`src/rtl/game_ctrl.sv`:
```
// Game supervisor: collision detection, pipe scoring and the IDLE/PLAY/DYING/OVER state machine.
// Optional best-score tracking is enabled by defining GAME_CTRL_HISCORE_EN.
module game_ctrl #(
  parameter int BIRD_X    = 100,
  parameter int BIRD_HALF = 8,
  parameter int PIPE_W    = 40,
  parameter int GAP_H     = 120,
  parameter int Y_MIN     = 15,
  parameter int Y_MAX     = 465,
  parameter int DIE_TICKS = 20
) (
  input  logic       clk10,
  input  logic       clr,
  input  logic       start,
  input  logic [9:0] bird_y_pos,
  input  logic [9:0] pipe_x,
  input  logic [9:0] gap_y,
  output logic       game_end,
  output logic       playing,
  output logic       flash,
  output logic [7:0] score,
`ifdef GAME_CTRL_HISCORE_EN
  output logic [7:0] hi_score,
`endif
  output logic [1:0] dbg_state
);

  localparam logic [1:0] ST_IDLE  = 2'd0;
  localparam logic [1:0] ST_PLAY  = 2'd1;
  localparam logic [1:0] ST_DYING = 2'd2;
  localparam logic [1:0] ST_OVER  = 2'd3;

  localparam logic [10:0] BIRD_RIGHT = 11'(BIRD_X + BIRD_HALF);
  localparam logic [10:0] BIRD_LEFT  = 11'(BIRD_X - BIRD_HALF);
  localparam logic [10:0] PW         = 11'(PIPE_W);
  localparam logic [10:0] GH         = 11'(GAP_H);
  localparam logic [10:0] BH         = 11'(BIRD_HALF);
  localparam logic [10:0] YMN        = 11'(Y_MIN);
  localparam logic [10:0] YMX        = 11'(Y_MAX);
  localparam logic [4:0]  DIE_LAST   = 5'(DIE_TICKS - 1);

  logic [1:0]  state_q, state_d;
  logic        start_q;
  logic        armed_q, armed_d;
  logic        flash_q, flash_d;
  logic [7:0]  score_q, score_d;
  logic [4:0]  die_cnt_q, die_cnt_d;

  logic [10:0] by, px, gy, pipe_right;
  logic        h_ovl, v_miss, bound, hit, passed, start_edge;

  // 11-bit geometry so no sum can wrap; the top-of-bird compare is rearranged to avoid underflow
  assign by         = {1'b0, bird_y_pos};
  assign px         = {1'b0, pipe_x};
  assign gy         = {1'b0, gap_y};
  assign pipe_right = px + PW;
  assign h_ovl      = (px <= BIRD_RIGHT) && (pipe_right >= BIRD_LEFT);
  assign v_miss     = (by < gy + BH) || (by + BH > gy + GH);
  assign bound      = (by <= YMN) || (by >= YMX);
  assign hit        = (h_ovl && v_miss) || bound;
  assign passed     = pipe_right < BIRD_LEFT;
  assign start_edge = start & ~start_q;

  always_comb begin
    state_d   = state_q;
    armed_d   = armed_q;
    flash_d   = 1'b0;
    score_d   = score_q;
    die_cnt_d = die_cnt_q;
    case (state_q)
      ST_IDLE: begin
        if (start_edge) begin
          state_d = ST_PLAY;
          score_d = 8'd0;
          armed_d = 1'b0;
        end
      end
      ST_PLAY: begin
        // a hit on the same tick as a pass takes priority and costs the point
        if (hit) begin
          state_d   = ST_DYING;
          die_cnt_d = 5'd0;
        end else if (armed_q && passed) begin
          score_d = (score_q == 8'hFF) ? score_q : score_q + 8'd1;
          armed_d = 1'b0;
        end else if (!passed) begin
          armed_d = 1'b1;
        end
      end
      ST_DYING: begin
        die_cnt_d = die_cnt_q + 5'd1;
        flash_d   = ~flash_q;
        if (die_cnt_q == DIE_LAST) begin
          state_d = ST_OVER;
          flash_d = 1'b0;
        end
      end
      ST_OVER: begin
        if (start_edge) state_d = ST_IDLE;
      end
      default: state_d = ST_IDLE;
    endcase
  end

  always_ff @(posedge clk10 or negedge clr) begin
    if (!clr) begin
      state_q   <= ST_IDLE;
      start_q   <= 1'b0;
      armed_q   <= 1'b0;
      flash_q   <= 1'b0;
      score_q   <= 8'd0;
      die_cnt_q <= 5'd0;
    end else begin
      state_q   <= state_d;
      start_q   <= start;
      armed_q   <= armed_d;
      flash_q   <= flash_d;
      score_q   <= score_d;
      die_cnt_q <= die_cnt_d;
    end
  end

`ifdef GAME_CTRL_HISCORE_EN
  logic [7:0] hi_q;

  // best score survives start presses; only clr clears it
  always_ff @(posedge clk10 or negedge clr) begin
    if (!clr) begin
      hi_q <= 8'd0;
    end else if (state_q == ST_DYING && die_cnt_q == DIE_LAST && score_q > hi_q) begin
      hi_q <= score_q;
    end
  end

  assign hi_score = hi_q;
`endif

  assign game_end  = (state_q != ST_PLAY);
  assign playing   = (state_q == ST_PLAY);
  assign flash     = flash_q;
  assign score     = score_q;
  assign dbg_state = state_q;

endmodule
```
`config.mk`:
```
export PLATFORM = sky130hd
export DESIGN_NAME = game_ctrl
export DESIGN_NICKNAME = d
export VERILOG_FILES = /design/src/rtl/game_ctrl.sv
export SDC_FILE = /design/constraint.sdc
export NUM_CORES = 1
export LEC_CHECK = 0
export CORE_MARGIN = 2
export CORE_UTILIZATION = 25
export CTS_CLUSTER_SIZE = 14
export DETAILED_ROUTE_END_ITERATION = 10
export GPL_TIMING_DRIVEN = 0
export PLACE_DENSITY = 0.44
export REMOVE_ABC_BUFFERS = 1
export SLEW_MARGIN = 40
export SYNTH_ARGS = -nofsm -noshare
export SYNTH_HDL_FRONTEND = slang
export SYNTH_SLANG_ARGS = --single-unit
```
`constraint.sdc`:
```
create_clock -name clk10 -period 3.3 [get_ports clk10]
set_input_delay 0.66 -clock clk10 [delete_from_list [all_inputs] [get_ports clk10]]
set_output_delay 0.66 -clock clk10 [all_outputs]
set_load 0.1 [all_outputs]
```
==> reports/results.txt <==
status: complete, no violations
Layout fillers: 839
CORE AREA: 8180 um2
Vias: 2008
CP Launch Type: primary input
Seq cells post-synth: 18
Tmin final: 3.25 ns
share of layout cells above drive strength 1: 0.264
final std cells w/o fill: 404
P_leak: 1.27 nW
Initial Utilization: 0.256
gpl congestion: 0.803
Yosys warning total: 0
sequential share of the synthesized area: 0.215
initial antenna violation count: 0
Yosys cell types: 60
CTS tree: built
number of CTS-inserted buffers: 3
Finished Cell Area: 2930 um2
IO Pins: 46
vias in the first global route: 1933
worst skew pair latency: 0.25 ns
Synth area leader: dfrtp_1
Layout Nets: 363
Worst Hold Class: primary input to asynchronous set/reset pin
die area: 9120 um2
largest net degree at the start of global routing: 19
final hold violations: 0
FMAX: 307 MHz
DIE WIDTH: 95.5 um
Die Ht: 95.5 um
DR vias/cell: 4.97
Overflow after GRT: 0
Num Clock Sinks: 18
CP max stage delay: 0.38 ns
Max clock buf depth: 2
synth top area cells: dfrtp_1, ha_1, xnor2_1, nand2_1, nand3_1
syn_area_per_cell: 8.58 um2
PwrDens: 629 nW/um2
post-DR wirelength/cell: 13.6 um
first-pass GRT wire length: 9090 um
fin crit share: 0.986
DRC Markers: 0
top_reg_cell synth: dfrtp_1
Worst-Margin Slew: 0.588 ns
clock root buffer: clkbuf_8
RSZ-0062 raised after global routing: true
number of flops mapped to enable cells by yosys: 0
CP max stage cell: a211o_4
HPWL Detailed: 4200 um
critical path class: primary input to flip-flop
CTS H-Tree Depth: 1
Syn Inst Count: 244
Final Routed Wirelength: 5510 um
CP arrival: 3.41 ns
Critical Path Fanout Max: 5
top-count cell post-synth: ha_1
most frequent cells after synthesis: ha_1, nand2_1, inv_1, dfrtp_1, nand3_1
worst vdd ir: 0.867 mV
Reg clk slew, reported paths: 0.08 ns
clock skew: 0.00165 ns
placed insts: 391
Slew headroom: 0.608
WP data required: 3.45 ns
Final Max Slew Viols: 0
row cnt: 33
ant diodes: 0
Placed Area: 2590 um2
final setup fails: 0
post-synth top area share: 0.215
synth-to-layout area growth: 39.7%
crit end category: flip-flop
Async S/R FF share, synth: 1.00
Tot GR Track Use: 0.124
MaxCap Viol Count: 0
First-pass DRT Iterations: 4
crit path cell chain: buf_8, and3_4, nand3_4, xnor2_2, ha_1, nand4_1, a211oi_2, a311oi_2, a211o_1, a211o_4, a41oi_4, buf_6, nor4_4, o22a_2
mapped cell area: 2090 um2
Starting DRT DRC Count: 41
buffers added on ports: 45
Final ANT Viol Nets: 0
[final timing paths]
path / start / to / slack (ns) / depth (start not counted)
hold / removal: clr / score[3] / 0.34 / 1
setup / recovery: bird_y_pos[4] / score[6] / 0.05 / 14
max in group asynchronous: clr / score[1] / 2.66 / 1
hold reg to reg: flash / flash / 0.43 / 1
min in group clk10: flash / flash / 0.43 / 1
setup reg to reg: dbg_state[1] / score[4] / 0.29 / 8
[registers in the layout, indices dropped and copies added (netlist names)]
| name | count |
|---|---|
| score | 8 |
| flash | 1 |
| dbg_state | 2 |
| armed_q | 1 |
| start_q | 1 |
| die_cnt_q | 5 |
[area by class of cell]
cell class | count | area (um2) | area share
Clock buffer | 4 | 55.1 | 0.0188
Inverter | 21 | 88.8 | 0.0304
Multi-Input combinational cell | 202 | 1740 | 0.594
Sequential cell | 18 | 450 | 0.154
Tap cell | 105 | 131 | 0.0449
Timing Repair Buffer | 54 | 462 | 0.158
[metal layers]
metal | track usage | routed length (um)
met1 | 0.169 | 2590
met2 | 0.215 | 2710
met3 | 0.0103 | 163
met4 | 0.0250 | 43
met5 | 0 | 0
[where the power goes]
part / switching (mW) / internal, mW
sequential: 0.0952 / 0.300
clock: 0.0810 / 0.106
combinational: 0.876 / 0.382
total: 1.05 / 0.788
[stage by stage]
| step | setup WS (ns) | hold WS, ns | setup TNS, ns | total power [mW] | utilization |
|---|---|---|---|---|---|
| after floorplan | -1.62 | 0.364 | -23.83 | 1.30 | - |
| after global placement | -1.08 | 0.416 | -15.64 | 1.62 | 0.325 |
| after detailed placement | -1.09 | 0.420 | -15.86 | 1.56 | 0.317 |
| after CTS | 0.00275 | 0.357 | 0 | 1.81 | 0.334 |
| after global routing | -0.119 | 0.376 | -0.627 | 1.97 | 0.358 |
| final | 0.0461 | 0.340 | 0 | 1.84 | 0.358 |
[worst max-delay path: cells and delay by family]
| kind | cells | cell delay [ns] |
|---|---|---|
| buffers and inverters | 2 | 0.25 |
| adders and majority gates | 1 | 0.33 |
| AOI/OAI and AO/OA | 6 | 1.54 |
| and+or+nand+nor | 4 | 0.46 |
| xor gates and xnor gates | 1 | 0.14 |
[cell usage in the layout (no fill, tap or decap), drive strengths merged, types with 2 or more instances in the layout]
cell	synthesis	layout
buf	2	31
ha	30	30
nand2	23	23
inv	20	20
dfrtp	18	18
nand3	17	17
clkdlybuf4s50	0	15
nor2	14	14
xnor2	10	10
a21oi	9	9
o21ai	9	9
nor3	7	7
clkbuf	1	7
xor2	6	6
and3	5	5
a211oi	5	5
a21o	4	4
nand4	4	4
nand2b	4	4
a22o	4	4
dlymetal6s2s	0	4
nor4	4	4
mux2	4	4
o2111ai	3	3
a211o	3	3
a2111oi	3	3
and2	3	3
nand3b	2	2
o211ai	2	2
o311ai	2	2
o221ai	2	2
mux2i	2	2
a311oi	2	2
o22a	2	2
[cell families (layout without fill, tap and decap cells)]
logic type | after synthesis | in the layout | share of synthesized area
AND/OR/NAND/NOR | 89 | 89 | 0.218
AO/OA/AOI/OAI | 60 | 60 | 0.237
adder cells (fa/ha/maj) | 31 | 31 | 0.185
buffers and inverters | 24 | 79 | 0.0454
flip-flops | 18 | 18 | 0.215
XOR/XNOR | 16 | 16 | 0.0669
multiplexers | 6 | 6 | 0.0329
[repair_timing]
item | CTS | global route
buffers inserted | 4 | 5
pin swaps | 11 | 23
endpoints found under the setup margin | 16 | 15
gates resized for setup | 55 | 58
hold buffers | 0 | 0
(Power assumes the default switching activity.)
